[config.mk]
export PLATFORM = sky130hd
export DESIGN_NAME = spy_bus_master_flat
export DESIGN_NICKNAME = d
export VERILOG_FILES = /design/src/rtl/spy_bus_master_if.sv /design/src/rtl/spy_bus_master.sv /design/src/flat_wrapper.sv
export SDC_FILE = /design/constraint.sdc
export NUM_CORES = 1
export LEC_CHECK = 0
export CAP_MARGIN = 20
export CORE_MARGIN = 2
export CORE_UTILIZATION = 52
export DETAILED_ROUTE_END_ITERATION = 16
export GPL_TIMING_DRIVEN = 0
export PLACE_DENSITY = 0.85
export SETUP_SLACK_MARGIN = 0.3
export SLEW_MARGIN = 15
export SYNTH_ARGS = -nofsm -noshare
export SYNTH_HDL_FRONTEND = slang
export SYNTH_SLANG_ARGS = --single-unit
[constraint.sdc]
create_clock -name clk -period 5.87 [get_ports clk]
set_input_delay 0.8805 -clock clk [delete_from_list [all_inputs] [get_ports clk]]
set_output_delay 0.8805 -clock clk [all_outputs]
set_load 0.03 [all_outputs]
[src/rtl/spy_bus_master_if.sv]
// spy_bus_master_if: host request/response handshake plus the spy-port bus.
//   Host side : req_valid/req_ready/req_write/req_addr/req_wdata,
//               rsp_valid/rsp_ready/rsp_rdata/rsp_err
//   Spy side  : spy_sel (one-hot read selects), dbread, dbwrite,
//               spy_wdata, ld_sel (one-hot load strobes), spy_in (read mux)
// Modports: master = the spy bus initiator, slave = host + processor side.
interface spy_bus_master_if;
  logic        req_valid;
  logic        req_ready;
  logic        req_write;
  logic [4:0]  req_addr;
  logic [15:0] req_wdata;
  logic        rsp_valid;
  logic        rsp_ready;
  logic [15:0] rsp_rdata;
  logic        rsp_err;
  logic [21:0] spy_sel;
  logic        dbread;
  logic        dbwrite;
  logic [15:0] spy_wdata;
  logic [7:0]  ld_sel;
  logic [15:0] spy_in;

  modport master (
    input  req_valid, req_write, req_addr, req_wdata, rsp_ready, spy_in,
    output req_ready, rsp_valid, rsp_rdata, rsp_err,
           spy_sel, dbread, dbwrite, spy_wdata, ld_sel
  );

  modport slave (
    output req_valid, req_write, req_addr, req_wdata, rsp_ready, spy_in,
    input  req_ready, rsp_valid, rsp_rdata, rsp_err,
           spy_sel, dbread, dbwrite, spy_wdata, ld_sel
  );
endinterface

[src/rtl/spy_bus_master.sv]
// spy_bus_master: host-side initiator for the CADR spy port.
// Accepts one read/write request at a time and runs a timed bus cycle:
//   SETUP (selects/data stable) -> STROBE (load strobe / read sample window)
//   -> HOLD (write data held, selects dropped) -> RESP (wait for rsp_ready).
// Ports:
//   clk      - system clock
//   reset_n  - asynchronous active-low reset
//   bus      - spy_bus_master_if.master (request/response + spy bus)
// All bus outputs are registered; they are decoded from the next state so
// they line up with the state they belong to.
module spy_bus_master #(
  parameter int SETUP_CYCLES  = 2,
  parameter int STROBE_CYCLES = 4,
  parameter int HOLD_CYCLES   = 2
) (
  input  logic clk,
  input  logic reset_n,
  spy_bus_master_if.master bus
);

  localparam int MAXC = (SETUP_CYCLES > STROBE_CYCLES)
                      ? ((SETUP_CYCLES > HOLD_CYCLES) ? SETUP_CYCLES : HOLD_CYCLES)
                      : ((STROBE_CYCLES > HOLD_CYCLES) ? STROBE_CYCLES : HOLD_CYCLES);
  localparam int CW   = (MAXC > 1) ? $clog2(MAXC) : 1;

  typedef enum logic [2:0] {IDLE, SETUP, STROBE, HOLD, RESP} state_t;

  state_t          state_q, state_d;
  logic [CW-1:0]   cnt_q, cnt_d;
  logic            wr_q, wr_d;
  logic [4:0]      addr_q, addr_d;
  logic [15:0]     wdata_q, wdata_d;
  logic            accept, capture;

  // next-cycle output values
  logic            req_ready_d, rsp_valid_d, rsp_err_d, dbread_d, dbwrite_d;
  logic [21:0]     spy_sel_d;
  logic [7:0]      ld_sel_d;
  logic [15:0]     spy_wdata_d;

  // output registers
  logic            req_ready_q, rsp_valid_q, rsp_err_q, dbread_q, dbwrite_q;
  logic [21:0]     spy_sel_q;
  logic [7:0]      ld_sel_q;
  logic [15:0]     spy_wdata_q, rdata_q;

  always_ff @(posedge clk or negedge reset_n) begin
    if (!reset_n) begin
      state_q <= IDLE;
      cnt_q   <= '0;
      wr_q    <= 1'b0;
      addr_q  <= '0;
      wdata_q <= '0;
    end else begin
      state_q <= state_d;
      cnt_q   <= cnt_d;
      wr_q    <= wr_d;
      addr_q  <= addr_d;
      wdata_q <= wdata_d;
    end
  end

  always_comb begin
    state_d = state_q;
    cnt_d   = cnt_q;
    wr_d    = wr_q;
    addr_d  = addr_q;
    wdata_d = wdata_q;
    accept  = 1'b0;
    capture = 1'b0;
    unique case (state_q)
      IDLE: if (bus.req_valid) begin
        accept  = 1'b1;
        wr_d    = bus.req_write;
        addr_d  = bus.req_addr;
        wdata_d = bus.req_wdata;
        state_d = SETUP;
        cnt_d   = CW'(SETUP_CYCLES - 1);
      end
      SETUP: if (cnt_q == '0) begin
        state_d = STROBE;
        cnt_d   = CW'(STROBE_CYCLES - 1);
      end else cnt_d = cnt_q - CW'(1);
      STROBE: if (cnt_q == '0) begin
        capture = !wr_q;             // sample spy_in on the last strobe cycle
        state_d = HOLD;
        cnt_d   = CW'(HOLD_CYCLES - 1);
      end else cnt_d = cnt_q - CW'(1);
      HOLD: if (cnt_q == '0) begin
        state_d = RESP;
        cnt_d   = '0;
      end else cnt_d = cnt_q - CW'(1);
      RESP: if (bus.rsp_ready) state_d = IDLE;  // rsp_valid is high in RESP
      default: state_d = IDLE;
    endcase

    // decode outputs for the state we are about to enter
    req_ready_d = (state_d == IDLE);
    rsp_valid_d = (state_d == RESP);
    rsp_err_d   = (state_d == RESP) && wr_d && (addr_d > 5'd7);
    dbread_d    = !wr_d && (state_d == SETUP || state_d == STROBE);
    dbwrite_d   =  wr_d && (state_d == SETUP || state_d == STROBE || state_d == HOLD);
    spy_sel_d   = (dbread_d && addr_d < 5'd22) ? (22'(1) << addr_d) : '0;
    ld_sel_d    = (wr_d && state_d == STROBE && addr_d < 5'd8) ? (8'(1) << addr_d[2:0]) : '0;
    spy_wdata_d = dbwrite_d ? wdata_d : '0;
  end

  always_ff @(posedge clk or negedge reset_n) begin
    if (!reset_n) begin
      req_ready_q <= 1'b1;
      rsp_valid_q <= 1'b0;
      rsp_err_q   <= 1'b0;
      dbread_q    <= 1'b0;
      dbwrite_q   <= 1'b0;
      spy_sel_q   <= '0;
      ld_sel_q    <= '0;
      spy_wdata_q <= '0;
      rdata_q     <= '0;
    end else begin
      req_ready_q <= req_ready_d;
      rsp_valid_q <= rsp_valid_d;
      rsp_err_q   <= rsp_err_d;
      dbread_q    <= dbread_d;
      dbwrite_q   <= dbwrite_d;
      spy_sel_q   <= spy_sel_d;
      ld_sel_q    <= ld_sel_d;
      spy_wdata_q <= spy_wdata_d;
      // writes report 0; reads overwrite with the captured word
      if (accept)       rdata_q <= '0;
      else if (capture) rdata_q <= bus.spy_in;
    end
  end

  assign bus.req_ready = req_ready_q;
  assign bus.rsp_valid = rsp_valid_q;
  assign bus.rsp_err   = rsp_err_q;
  assign bus.rsp_rdata = rdata_q;
  assign bus.dbread    = dbread_q;
  assign bus.dbwrite   = dbwrite_q;
  assign bus.spy_sel   = spy_sel_q;
  assign bus.ld_sel    = ld_sel_q;
  assign bus.spy_wdata = spy_wdata_q;

endmodule

[src/flat_wrapper.sv]
// flat-port wrapper written by rule: the top's interface ports become plain ports
module spy_bus_master_flat 
#(
  parameter int SETUP_CYCLES  = 2,
  parameter int STROBE_CYCLES = 4,
  parameter int HOLD_CYCLES   = 2
)
  (clk, reset_n, bus_req_valid, bus_req_write, bus_req_addr, bus_req_wdata, bus_rsp_ready, bus_spy_in, bus_req_ready, bus_rsp_valid, bus_rsp_rdata, bus_rsp_err, bus_spy_sel, bus_dbread, bus_dbwrite, bus_spy_wdata, bus_ld_sel);
  spy_bus_master_if bus_i ();
  input  logic clk;
  input  logic reset_n;
  input wire logic [$bits(bus_i.req_valid)-1:0] bus_req_valid;
  input wire logic [$bits(bus_i.req_write)-1:0] bus_req_write;
  input wire logic [$bits(bus_i.req_addr)-1:0] bus_req_addr;
  input wire logic [$bits(bus_i.req_wdata)-1:0] bus_req_wdata;
  input wire logic [$bits(bus_i.rsp_ready)-1:0] bus_rsp_ready;
  input wire logic [$bits(bus_i.spy_in)-1:0] bus_spy_in;
  output wire logic [$bits(bus_i.req_ready)-1:0] bus_req_ready;
  output wire logic [$bits(bus_i.rsp_valid)-1:0] bus_rsp_valid;
  output wire logic [$bits(bus_i.rsp_rdata)-1:0] bus_rsp_rdata;
  output wire logic [$bits(bus_i.rsp_err)-1:0] bus_rsp_err;
  output wire logic [$bits(bus_i.spy_sel)-1:0] bus_spy_sel;
  output wire logic [$bits(bus_i.dbread)-1:0] bus_dbread;
  output wire logic [$bits(bus_i.dbwrite)-1:0] bus_dbwrite;
  output wire logic [$bits(bus_i.spy_wdata)-1:0] bus_spy_wdata;
  output wire logic [$bits(bus_i.ld_sel)-1:0] bus_ld_sel;
  assign bus_i.req_valid = bus_req_valid;
  assign bus_i.req_write = bus_req_write;
  assign bus_i.req_addr = bus_req_addr;
  assign bus_i.req_wdata = bus_req_wdata;
  assign bus_i.rsp_ready = bus_rsp_ready;
  assign bus_i.spy_in = bus_spy_in;
  assign bus_req_ready = bus_i.req_ready;
  assign bus_rsp_valid = bus_i.rsp_valid;
  assign bus_rsp_rdata = bus_i.rsp_rdata;
  assign bus_rsp_err = bus_i.rsp_err;
  assign bus_spy_sel = bus_i.spy_sel;
  assign bus_dbread = bus_i.dbread;
  assign bus_dbwrite = bus_i.dbwrite;
  assign bus_spy_wdata = bus_i.spy_wdata;
  assign bus_ld_sel = bus_i.ld_sel;
  spy_bus_master #(.SETUP_CYCLES(SETUP_CYCLES), .STROBE_CYCLES(STROBE_CYCLES), .HOLD_CYCLES(HOLD_CYCLES)) u_core (.clk(clk), .reset_n(reset_n), .bus(bus_i));
endmodule
### Word level (Yosys, flattened, before mapping)

Index checks and enable logic that the tools add are counted.

* register bits after elaboration: 94
* bits of input ports: 42
* output and inout bits: 67

* add/sub/neg operators: 1
* $lt $le $gt $ge: 3
* eq/ne operators: 9
* shifts and indexed selects: 2
* multiplexer cells: 26
* reduce and logical (&&, ||, !) cells: 17

Operator list (number)
* $mux 16: 5
* $mux 22: 1
* $shl 1x5->22 const A: 1
* $mux 3: 5
* $pmux 3 s5: 1
* $eq 3x2->1 const B: 4
* $mux 5: 2
* $mux 2: 4
* $mux 8: 1
* $pmux 2 s4: 1
* $shl 1x3->8 const A: 1
* $logic_and 1x1->1: 7
* $eq 3x1->1 const B: 2
* $eq 3x3->1 const B: 2
* $logic_not 3->1: 2
* $mux 1: 6
* $gt 5x3->1 const B: 1
* $lt 5x4->1 const B: 1
* $lt 5x5->1 const B: 1
* $reduce_bool 4->1: 1
* $logic_not 1->1: 2
* $logic_not 2->1: 1
* $logic_or 1x1->1: 2
* $ne 2x2->1 const B: 1
* other kinds (3): 3

### Logic depth before layout (Yosys ltp)

Gate-level depths: netlist (run 1).

* depth in word-level cells: 8
* mapped depth: 6
* depth with buffers taken out: 5

### Worst setup path after synthesis (run 1)

Ideal clock, no wire load.

* path kind: input to register
* start point: input bus_req_valid
* end point: register u_core.spy_sel_q[20], in the netlist u_core.bus.spy_sel[20]
* data arrival time: 2.218 ns
* data required time: 5.759 ns
* slack: 3.540 ns
* stages: 4
* path buffers: 0
* cells stage by stage: nor4b_4 -> mux2i_2 -> inv_2 -> a2111oi_2

* elaborated cells on any way between the ends: 15
* classes of those cells: order compare: 1; eq/ne: 2; shift: 1; mux: 7; reduce/logical: 4

RTL lines
* from (decl): line flat_wrapper.sv:12 `input wire logic [$bits(bus_i.req_valid)-1:0] bus_req_valid;`
* $mux 1: line spy_bus_master.sv:72 `IDLE: if (bus.req_valid) begin`
* $mux 1: line spy_bus_master.sv:71 `unique case (state_q)`
* net u_core.wr_d: line spy_bus_master.sv:30 `logic wr_q, wr_d;`
* $logic_not 1->1: line spy_bus_master.sv:101 `dbread_d = !wr_d && (state_d == SETUP || state_d == STROBE);`
* $logic_and 1x1->1: line spy_bus_master.sv:101
* $logic_and 1x1->1: line spy_bus_master.sv:103 `spy_sel_d = (dbread_d && addr_d < 5'd22) ? (22'(1) << addr_d) : '0;`
* $mux 22: line spy_bus_master.sv:103
* net u_core.spy_sel_d[20]: line spy_bus_master.sv:37 `logic [21:0] spy_sel_d;`
* to (signal assigned): line spy_bus_master.sv:125 `spy_sel_q <= spy_sel_d;`
* to (decl): line spy_bus_master.sv:43 `logic [21:0] spy_sel_q;`

The timed path passes the listed nets, and every way through them passes these cells.
A chain may end at the register's enable or synchronous reset.

### Worst setup path in the final report (run 1)

* start point: input bus_req_valid
* end point: register u_core.spy_sel_q[17], in the netlist u_core.bus.spy_sel[17]

Same word-level chain as after synthesis.

==> results.txt, run 1 <==
- Final core area utilization: 73.2%
* Number of instances in the synthesized netlist: 296
- For this run, the number of Yosys warnings is 0.
- Site row count: 31
* TritonCTS clock tree: built
* Remaining antenna violation count after routing: 0
- Maximum number of pins on one net before global-route repair: 57
- Before CTS, the worst setup slack after placement is 2.44 ns.
- Layout overhead on the synthesized area: 35.1%
* Detailed Routing Iterations Pass 1: 4
- Summing over every cut layer, the via total after detailed routing is 2745.
* Max-slew violation count: 0
- Total net switching power: 1.05 mW
- Nets in the synthesized netlist: 341
- Power density relative to cell area: 498 nW/µm²
* Share of the cycle needed by the critical path after routing: 51.6%
- The tightest min-delay check is of the in -> async type.
* Count of cell types in the netlist: 37
* Endpoints failing setup: 0
* Detail-routed via count per cell: 5.32
- The number of antenna diodes in the final layout is 0.
* Arrival @ worst endpoint: 3.25 ns
- The startpoint identified for the worst register-to-register timing path is u_core.state_q[0].
- Ports placed on the boundary: 109
* Hold-fix buffers at CTS: 0
* Average cell area after synthesis: 13.4 µm²
- Flip-flop and latch count after synthesis: 94
- The detailed router finished its first iteration with 116 violations.
* Worst flop-to-flop path endpoint: u_core.bus.spy_sel[17]
- Fill count: 507
* Minimum period implied by the final worst setup slack: 3.03 ns
- Per report_power, the combinational group accounts for 48.7% of the total.
* Post-synthesis simple-gate area fraction: 18.1%
- Sequential share of the synthesized area: 59.2%
- At the end of routability-driven placement, the weighted congestion stood at 0.848.
- Registers take 2350 µm².
* Antenna violations before repair: 0
- CP startpoint kind: input port
- Hold Violations, Final: 0
- Via count of the first global-routing pass: 2879
- By area, the combinational part of the netlist is dominated by simple AND/OR/NAND/NOR gates.
- Internal power comes to 1.62 mW.
* Routed wire length: 8.24 mm
- Compound-gate portion of the synthesized area: 4.38%
- Register-to-Register Setup Slack: 3.40 ns
- Summed over all instances, the cell type with the most area after synthesis is dfrtp_1.
* Area contributors post-synth: dfrtp_1, mux2_2, nor3_1
- Fmax achieved: 330 MHz
- Post-route total power: 2.67 mW
* Clock Tree Buf Depth: 2
* Netlist area before placement: 3980 µm²
* Die outline area: 8360 µm²
- The analysis attributes to cell leakage a power of 2.27 nW.
- Maximum vdd ir drop: 320 µV
- In the routed design, unresolved DRC markers number 0.
* Transition at the pin with the smallest max-transition slack: 0.734 ns
* Switch share: 39.4%
- Once detailed placement completed, the half-perimeter wirelength came to 5.94 mm.
- Fraction of power consumed by sequential logic: 35.5%
- CTS saw 94 sinks.
- The worst register-to-register path has a depth of 5.
- Later-pin clock latency in the skew report: 0.36 ns
- The share of total power dissipated in the clock network is 15.8%.
* Wire length of the first global-routing pass: 13.8 mm
- Buffers added to address setup during post-CTS repair amount to 0.
- Critical path required time: 6.10 ns
* Initial core utilization: 54.2%
* Capturing element type of the critical path: register
- Number of nets in the layout: 458
- In this run the standard cell core region covers 7330 µm².
- Total of cells resized after clock tree synthesis: 0
* Total Negative Setup Slacks: 0 ns
- Fraction of layout instances using a drive strength above 1: 20.9%
* Synth Area in XOR/XNOR: 0%
* Count of max-cap constraint violations: 0
- Adder-cell area share of the yosys netlist: 0.944%
- CTS placed an instance of clkbuf_8 at the clock tree root.
- Slack of the critical path: 2.84 ns
- Outcome: finished, final reports clean
* Area share of the largest cell type after synthesis: 58.5%
* Height of the chip: 91.4 µm
* Die Wd: 91.4 µm
- Number of port buffers: 105
* Area occupied by multi-input gates: 1490 µm²
- Multiplexer fraction of the synthesized cell area: 14.0%
- Overflow left after global routing: 0
- In the final routed layout, each cell accounts on average for 16.0 µm.
- Between clock sinks in the finished design, the worst skew comes to 0.0116 ns.
- In this run, CTS created clock tree buffers numbering 9.
- H-tree depth: 3
* Setup repair after global routing missed its margin: false
- Clk slew on worst S/H paths: 0.09 ns
- Worst-path fanout max: 10
* Relative slew margins: 49.7%
- The worst setup path is of the in -> reg kind.
* Overall Global Routing Usage: 20.9%
-- power groups by stage --
| stage | clock, mW | sequential, mW | combinational (mW) |
|---|---|---|---|
| 2_1_floorplan | 0 | 1.17 | 0.656 |
| 3_3_place_gp | 0 | 0.949 | 1.27 |
| 3_5_place_dp | 0 | 0.959 | 1.31 |
| 4_1_cts | 0.431 | 0.948 | 1.31 |
| 5_1_grt | 0.459 | 0.971 | 1.40 |
| 6_report | 0.423 | 0.948 | 1.30 |
-- state kept, by name, indices dropped and copies added, names as in the netlist --
name / flops
u_core.bus.spy_sel: 22
u_core.bus.rsp_rdata: 16
u_core.bus.spy_wdata: 16
u_core.wdata_q: 16
u_core.bus.ld_sel: 8
u_core.addr_q: 5
u_core.state_q: 3
u_core.cnt_q: 2
u_core.bus.dbread: 1
u_core.bus.dbwrite: 1
u_core.bus.req_ready: 1
u_core.bus.rsp_err: 1
u_core.bus.rsp_valid: 1
u_core.wr_q: 1
-- how the worst max path moves through the flow --
stage / start / end / slack [ns] / cells after the start
2_1_floorplan: bus_req_valid / u_core.bus.spy_sel[20] / 3.54 / 4
3_3_place_gp: reset_n / u_core.bus.spy_sel[0] / 0.68 / 1
3_5_place_dp: bus_req_valid / u_core.bus.spy_sel[17] / 2.44 / 5
4_1_cts: bus_req_valid / u_core.bus.spy_sel[17] / 2.82 / 5
5_1_grt: bus_req_valid / u_core.bus.spy_sel[20] / 2.68 / 5
6_report: bus_req_valid / u_core.bus.spy_sel[17] / 2.84 / 5
-- worst max-delay path, cell delays in order --
cell and delay [ns]:
clkdlybuf4s50_1 0.57, nor4b_4 0.57, mux2i_2 0.66, inv_2 0.21
a2111oi_1 0.36
-- through the flow --
| stage | instances | instance area [µm²] | hold slack [ns] |
|---|---|---|---|
| final | 516 | 5370 | 0.488 |
| after global routing | 516 | 5370 | 0.510 |
| after CTS | 516 | 5370 | 0.496 |
| after detailed placement | 501 | 5170 | 0.478 |
| after global placement | 500 | 5150 | 0.474 |
| after floorplan | 296 | 3980 | 0.465 |
-- cell usage in the layout, fill, tap and decap left out, types with 2 or more instances in the layout --
cell / count
nor3b_2: 9
inv_6: 2
nand3_1: 2
clkbuf_8: 9
a21o_1: 2
nand2_1: 5
a2111oi_2: 4
ha_1: 3
mux2_2: 42
clkdlybuf4s50_1: 104
nor3_1: 32
a2111oi_1: 3
inv_1: 4
nor2_1: 7
buf_2: 4
nor3b_1: 18
buf_1: 2
clkinv_4: 2
clkbuf_1: 11
buf_6: 4
nand3b_1: 7
nor2b_1: 17
a21oi_1: 4
dfrtp_1: 93
mux2i_1: 7
-- Yosys cell counts, drive strengths merged --
cell type,n
nand2,5
a2bb2oi,1
inv,5
dfrtp,93
o21ai,1
a21oi,4
or3b,1
nand4b,1
a2111oi,7
nand3b,7
nand2b,1
buf,10
nor4b,2
clkbuf,11
nand3,2
nor4bb,1
a21o,2
mux2i,8
nor3b,27
nor2,7
or4bb,1
o21bai,1
ha,3
a311o,1
o221a,1
mux2,42
o22ai,1
nor2b,17
dfstp,1
nor3,32
-- layer usage --
layer  track usage, %  vias to the layer above  part of all wire [%]
li1                 -                     1289                     -
met1             26.2                     1333                    41
met2             34.7                      114                    50
met3             6.97                        9                   7.9
met4             5.93                        0                   1.2
met5                0                        -                     0
-- cells by family (layout without fill, tap and decap cells) --
logic type,Yosys count,in the layout
fa+ha+maj,3,3
compound gates,19,19
flops,94,94
buf+inv,26,147
simple gates,104,104
mux,50,50
-- cell type report --
cell class | instances | share of cell area, %
Buffer | 21 | 2.12
Timing Repair Buffer | 106 | 20.0
Inverter | 5 | 0.350
Clock inverter | 6 | 1.31
Clock buffer | 9 | 2.31
Multi-Input combinational cell | 176 | 27.7
Tap cell | 99 | 2.31
Sequential cell | 94 | 43.8
No activity file was read; power rests on OpenSTA's default activity.
==> run 2: changes to the inputs <==
- CORE_UTILIZATION: 52 -> 48
- PLACE_DENSITY: 0.85 -> 0.8
- clock period: 5.87 -> 3.2 ns (I/O delays scaled with it)
==> run 2 against run 1 <==
Against the previous run: flip-flop and latch count unchanged; register-to-register slack got worse by 2.8 ns; via count decreased by 2.3%; worst setup slack got worse by 2.4 ns; critical path type unchanged; cell count increased by 1.4%; sequential power increased by 82%; critical path depth unchanged; power increased by 80%.
==> results.txt, run 2 (synthesis results as in run 1) <==
- Outcome: finished, final reports clean
- Placer congestion estimate: 0.866 (+2.1%)
- Maximum number of pins on one net before global-route repair: 56 (-1.8%)
- The number of max-cap violations was 0 (unchanged).
- Capturing element type of the critical path: register
- Site row count: 33 (+6.5%)
- The root buffer cell chosen for the clock tree is clkbuf_8.
* WL per Instance: 15.5 µm (-3.0%)
- The clock buffer count from CTS is 9 (unchanged).
- TritonCTS clock tree: built
* Depth of the worst register-to-register path: 5 (unchanged)
- Area of the core: 8130 µm² (+11%)
- The count of fill cells added during filler insertion is 667 (+32%).
- Wire length of the first global-routing pass: 13.3 mm (-3.7%)
* Setup CP Type: in -> reg
- The worst setup path is launched from an input port.
- Antenna fix cells: 0 (unchanged)
- Register-to-Register Setup Slack: 0.58 ns (-2.82 ns)
- The actual transition at the worst max-transition pin is 0.802 ns (+0.0684 ns).
- The via count of the first global-routing pass is 2745 (-4.7%).
- The vertical extent of the die is 95 µm (+3.9%).
- Leakage power of the design: 2.25 nW (-0.74%)
* Hold-fix buffers at CTS: 0 (unchanged)
- Number of port buffers: 105 (unchanged)
- Later-pin clock latency in the skew report: 0.35 ns (about the same)
* Die outline area: 9030 µm² (+8.0%)
- Clk slew on worst S/H paths: 0.09 ns (about the same)
* Worst clock skew on the final layout: 0.00804 ns (-0.00355 ns)
- Minimum period implied by the final worst setup slack: 2.79 ns
- The clock sink count is 94 (unchanged).
* Power density relative to cell area: 897 nW/µm² (+80%)
* Post-detailed-placement half-perimeter wirelength: 5.70 mm (-4.0%)
* Drc violations: 0 (unchanged)
- Commonest cells after routing, fill and taps aside: clkdlybuf4s50_1, dfrtp_1, mux2_2, nor3_1, nor3b_1
* Relative slew margins: 46.4% (-3.3 points)
- Critical path required time: 3.41 ns (-2.69 ns)
- Post-route total power: 4.81 mW (+80%)
- Worst flop-to-flop path endpoint: u_core.bus.spy_sel[20]
* Clock Tree Buf Depth: 2 (unchanged)
- The fraction of final layout cells sized beyond drive strength 1 is 20.8% (-0.050 points).
- Layout overhead on the synthesized area: 34.7%
- The quantity of gates resized following cts is 0 (unchanged).
- Antenna violations before repair: 0 (unchanged)
- Setup Buffers After CTS: 0 (unchanged)
* Hold Violations, Final: 0 (unchanged)
- The number of levels in the clock H-tree was 3 (unchanged).
- Most common library cell in the layout ignoring fill and taps: clkdlybuf4s50_1
* R2R Path Start: u_core.state_q[0]
- Number of nets in the layout: 458 (unchanged)
* Slack of the critical path: 0.414 ns (-2.43 ns)
* Setup repair after global routing missed its margin: false
- The global-route usage over all layers came to 19.2% (-1.7 points).
- The overall die width came to 95 µm (+3.9%).
- Largest register FFs: 22 (unchanged)
* Detail-routed via count per cell: 5.13 (-3.6%)
- In the finished design, the share of the clock period the worst path needs comes to 87.1%.
- Maximum vdd ir drop: 491 µV (+53%)
* Final core area utilization: 65.9% (-7.4 points)
* Detailed Routing Iterations Pass 1: 4 (unchanged)
- The leftover overflow at the end of global routing was 0 (unchanged).
* Fmax achieved: 359 MHz
- Endpoints failing setup: 0 (unchanged)
- Number of vias after detailed routing: 2681 (-2.3%)
* Worst setup startpoint: bus_req_valid
- The data arrival time of the worst path was 3.00 ns (-0.25 ns).
* Worst-path fanout max: 10 (unchanged)
- Routed wire length: 8.10 mm (-1.7%)
- The critical path ends at u_core.bus.spy_sel[20].
- Max-slew violation count: 0 (unchanged)
* Setup slack at placement: 0.112 ns (-2.33 ns)
- Remaining antenna violation count after routing: 0 (unchanged)
- Ports placed on the boundary: 109 (unchanged)
- Initial core utilization: 48.9% (-5.4 points)
- The number of design-rule violations left by the first detailed-router iteration is 88 (-24%).
* Classification of the worst-slack hold path: in -> async
[run 2: cell count changes in the layout (fill, tap and decap cells not counted)]
cell,previous run,this run
clkinvlp_4,0,2
clkinv_4,2,1
bufinv_16,1,0
clkbuf_1,11,12
[run 2: area by class of cell]
cell class / instances / area [µm²] / area share, %
sequential: 94 / 2350 / 43.9
multi-input combinational: 176 / 1490 / 27.8
timing repair buffer: 106 / 1080 / 20.1
tap: 105 / 131 / 2.45
clock buffer: 10 / 128 / 2.38
buffer: 21 / 114 / 2.13
clock inverter: 6 / 46.3 / 0.864
inverter: 5 / 18.8 / 0.350
[run 2: worst max-delay path, cell delays in order]
cell             delay (ns)
clkdlybuf4s50_1        0.56
nor4b_4                0.57
mux2i_2                0.66
inv_2                  0.23
a2111oi_2              0.49
[run 2: worst min-delay path by stage]
stage / slack [ns] / startpoint / end / depth (start not counted)
2_1_floorplan: 0.18 / reset_n / u_core.addr_q[0] / 0
3_3_place_gp: 0.47 / u_core.wdata_q[12] / u_core.wdata_q[12] / 1
3_5_place_dp: 0.48 / u_core.wdata_q[13] / u_core.wdata_q[13] / 1
4_1_cts: 0.10 / reset_n / u_core.bus.rsp_valid / 1
5_1_grt: 0.12 / reset_n / u_core.bus.spy_sel[5] / 1
6_report: 0.1 / reset_n / u_core.state_q[1] / 1
[run 2: routing by layer]
| layer | share of wire [%] | vias to the layer above | wire length (µm) | GRT usage (%) |
|---|---|---|---|---|
| met5 | 0 | - | 0 | 0 |
| met4 | 1.3 | 0 | 102 | 5.80 |
| met3 | 7.0 | 8 | 563 | 5.91 |
| met2 | 46 | 93 | 3700 | 28.7 |
| met1 | 46 | 1301 | 3730 | 27.0 |
| li1 | - | 1279 | - | - |
[run 2: where the power goes]
part,leakage [nW],switching (mW),internal (mW)
Sequential,1.23,0.164,1.57
Combinational,0.935,1.34,1.04
Clock,0.0833,0.402,0.288
[run 2: through the flow]
stage	hold WS [ns]	cells	instance area [µm²]	TNS (ns)
after global placement	0.473	506	5160	-153.59
after detailed placement	0.480	507	5180	0
after global routing	0.116	523	5360	0
after CTS	0.102	523	5360	0
after floorplan	0.184	296	3980	0
final	0.0961	523	5360	0
==> run 3: changes to the inputs <==
- CELL_PAD_IN_SITES_DETAIL_PLACEMENT: unset -> 0
- CELL_PAD_IN_SITES_GLOBAL_PLACEMENT: unset -> 1
- CORE_UTILIZATION: 48 -> 38
- HOLD_SLACK_MARGIN: unset -> 0.12
- PLACE_DENSITY: 0.8 -> unset
- PLACE_DENSITY_LB_ADDON: unset -> 0.1
==> run 3 against run 2 <==
Against the previous run: clock-buffer cell count is the same; die area grew 25%; sequential share of layout area shrank 0.69 points; combinational power is essentially flat; design area grew 1.6%; critical path depth is the same; power grew 3.9%.
==> results.txt, run 3 (synthesis results as in run 1) <==
- Endpoints failing setup: 0 (unchanged)
- TritonCTS clock tree: built
- The half-perimeter wire length after detailed placement was 5.97 mm (+4.7%).
* Clk slew on worst S/H paths: 0.09 ns (about the same)
- Maximum number of pins on one net before global-route repair: 54 (-3.6%)
- Fraction of layout instances using a drive strength above 1: 20.9% (+0.050 points)
* Most common library cell in the layout ignoring fill and taps: clkdlybuf4s50_1
- Clk sinks: 94 (unchanged)
- Die outline area: 11300 µm² (+25%)
- The min-delay analysis places its worst path in the category in -> async.
- Combinational cell fraction of total power: 47.9% (-1.7 points)
- The maximum buffer depth of the clock tree is 2 (unchanged).
* Hold Violations, Final: 0 (unchanged)
- WL per Instance: 15.4 µm (-0.51%)
* Non-filler instance count after layout: 553 (+5.7%)
* Area of the core: 10200 µm² (+26%)
- The wire length of the first global-routing pass was 13.6 mm (+2.5%).
* Height of the chip: 106 µm (+12%)
* Power density relative to cell area: 918 nW/µm² (+2.3%)
- The cell sitting at the root of the clock tree is a clkbuf_8.
- Ports placed on the boundary: 109 (unchanged)
- Setup CP Type: in -> reg
* Die Wd: 106 µm (+12%)
* Max-slew violation count: 0 (unchanged)
* Detailed Routing Iterations Pass 1: 4 (unchanged)
* Crit path capture: u_core.bus.spy_sel[16]
* Overflow left after global routing: 0 (unchanged)
* Highest Signal Layer: met4
- The required arrival time at the worst endpoint was 3.40 ns (about the same).
- The critical path starts at bus_req_valid.
- The flow ran to the end, and the final reports show no timing, DRC or antenna violations.
* Total Negative Setup Slacks: 0 ns (unchanged)
- The number of levels in the clock H-tree was 3 (unchanged).
- Antenna fix cells: 0 (unchanged)
- The met1 wire length came to 3.98 mm (+6.8%).
- Remaining antenna violation count after routing: 0 (unchanged)
* Antenna violations before repair: 0 (unchanged)
- The initial core utilization is 38.9% (-10 points).
- Layout overhead on the synthesized area: 36.9%
* Number of port buffers: 105 (unchanged)
* Depth of the worst register-to-register path: 5 (unchanged)
- The cell total after placement was 538 (+6.1%).
- The total wire length after detailed routing came to 8.52 mm (+5.2%).
- The clock network latency to the later pin of the worst-skew pair is 0.35 ns (about the same).
- Leaving out fill and tap cells, the most frequent cells in the layout are clkdlybuf4s50_1, dfrtp_1, mux2_2, nor3_1, nor3b_1.
- The number of max-cap violations came to 0 (unchanged).
- Leakage power of the design: 2.28 nW (+1.3%)
* Maximum vdd ir drop: 441 µV (-10%)
* Capturing element type of the critical path: register
- Setup Buffers After CTS: 0 (unchanged)
* Overall Global Routing Usage: 15.6% (-3.6 points)
- The final core utilization came to 53.2% (-13 points).
- The total length of routed met3 wires is 627 µm (+11%).
* Worst clock skew on the final layout: 0.0139 ns (+0.00588 ns)
- Total internal power: 3.07 mW (+5.9%)
- The worst register-to-register path begins at u_core.state_q[0].
- Minimum period implied by the final worst setup slack: 2.73 ns (-0.0590 ns)
- 1st-iter DRT viols: 83 (-5.7%)
* Number of buffers created by CTS: 9 (unchanged)
* Worst flop-to-flop path endpoint: u_core.bus.spy_sel[16]
- The worst relative slew slack came to 45.6% (-0.80 points).
* Detail-routed via count per cell: 4.86 (-5.2%)
- The DRC violation count after routing came to 0 (unchanged).
- Setup repair after global routing missed its margin: false
* Worst-path fanout max: 10 (unchanged)
- Register-to-Register Setup Slack: 0.63 ns (+0.05 ns)
* Site row count: 37 (+12%)
- The flip-flop count of the largest register, all copies and words added came to 22 (unchanged).
- The quantity of gates resized following cts came to 0 (unchanged).
* Post-route worst hold slack: 0.123 ns (+0.0272 ns)
* Clock network fraction of design power: 17.4% (+3.0 points)
- Hold-fix buffers at CTS: 0 (unchanged)
- Detailed-routed wire length on met2: 3.83 mm (+3.5%)
- Arrival @ worst endpoint: 2.93 ns (-0.07 ns)
- The worst setup path is launched from an input port.
- Post-route total power: 4.99 mW (+3.9%)
- The sequential cell fraction of total power is 34.7% (-1.4 points).
- The top achievable clock speed came to 367 MHz (+2.2%).
* Share of the cycle needed by the critical path after routing: 85.2% (-1.8 points)
* Placer congestion estimate: 0.752 (-13%)
- The actual transition at the worst max-transition pin came to 0.793 ns (-0.00865 ns).
* Total net switching power: 1.92 mW (+0.82%)
- The vias after detailed routing was 2687 (+0.22%).
- The via count of the first global-routing pass came to 2617 (-4.7%).
- The switching part of the total power was 38.5% (-1.2 points).
* Number of nets in the layout: 458 (unchanged)
-- run 3: worst min-delay path by stage --
| stage | from | endpoint | slack, ns | depth (start not counted) |
|---|---|---|---|---|
| after floorplan | reset_n | u_core.addr_q[0] | 0.18 | 0 |
| after global placement | u_core.wdata_q[7] | u_core.wdata_q[7] | 0.47 | 1 |
| after detailed placement | u_core.wdata_q[0] | u_core.wdata_q[0] | 0.48 | 1 |
| after CTS | reset_n | u_core.bus.spy_sel[21] | 0.14 | 1 |
| after global routing | reset_n | u_core.bus.ld_sel[5] | 0.15 | 1 |
| final | reset_n | u_core.bus.spy_sel[21] | 0.12 | 1 |
-- run 3: worst max-delay path, cell delays in order --
cell,delay (ns)
clkdlybuf4s50_1,0.56
nor4b_4,0.58
mux2i_2,0.69
inv_2,0.23
a2111oi_1,0.39
-- run 3: cell type report --
class | instances | area [µm²]
buffer | 21 | 114
fill | 913 | 4790
timing repair buffer | 106 | 1080
multi-input combinational | 176 | 1490
sequential | 94 | 2350
clock buffer | 10 | 138
clock inverter | 5 | 82.6
tap | 136 | 170
inverter | 5 | 18.8
-- run 3: per-layer routing --
layer | GRT usage (%) | up-vias
li1 | - | 1277
met1 | 21.8 | 1323
met2 | 23.2 | 80
met3 | 4.84 | 7
met4 | 4.79 | 0
met5 | 0 | -
-- run 3: metrics by stage --
step                      cell area (µm²)  setup WS (ns)
after detailed placement             5220          0.101
after global routing                 5440          0.311
after global placement               5200          -1.84
after CTS                            5440          0.475
final                                5440          0.473
after floorplan                      3980           1.18
-- run 3: power groups by stage --
stage	clock network [mW]	logic, mW	registers, mW
6_report	0.870	2.39	1.73
3_3_place_gp	0	2.38	1.74
5_1_grt	0.945	2.58	1.78
2_1_floorplan	0	1.20	2.15
4_1_cts	0.896	2.42	1.74
3_5_place_dp	0	2.40	1.76
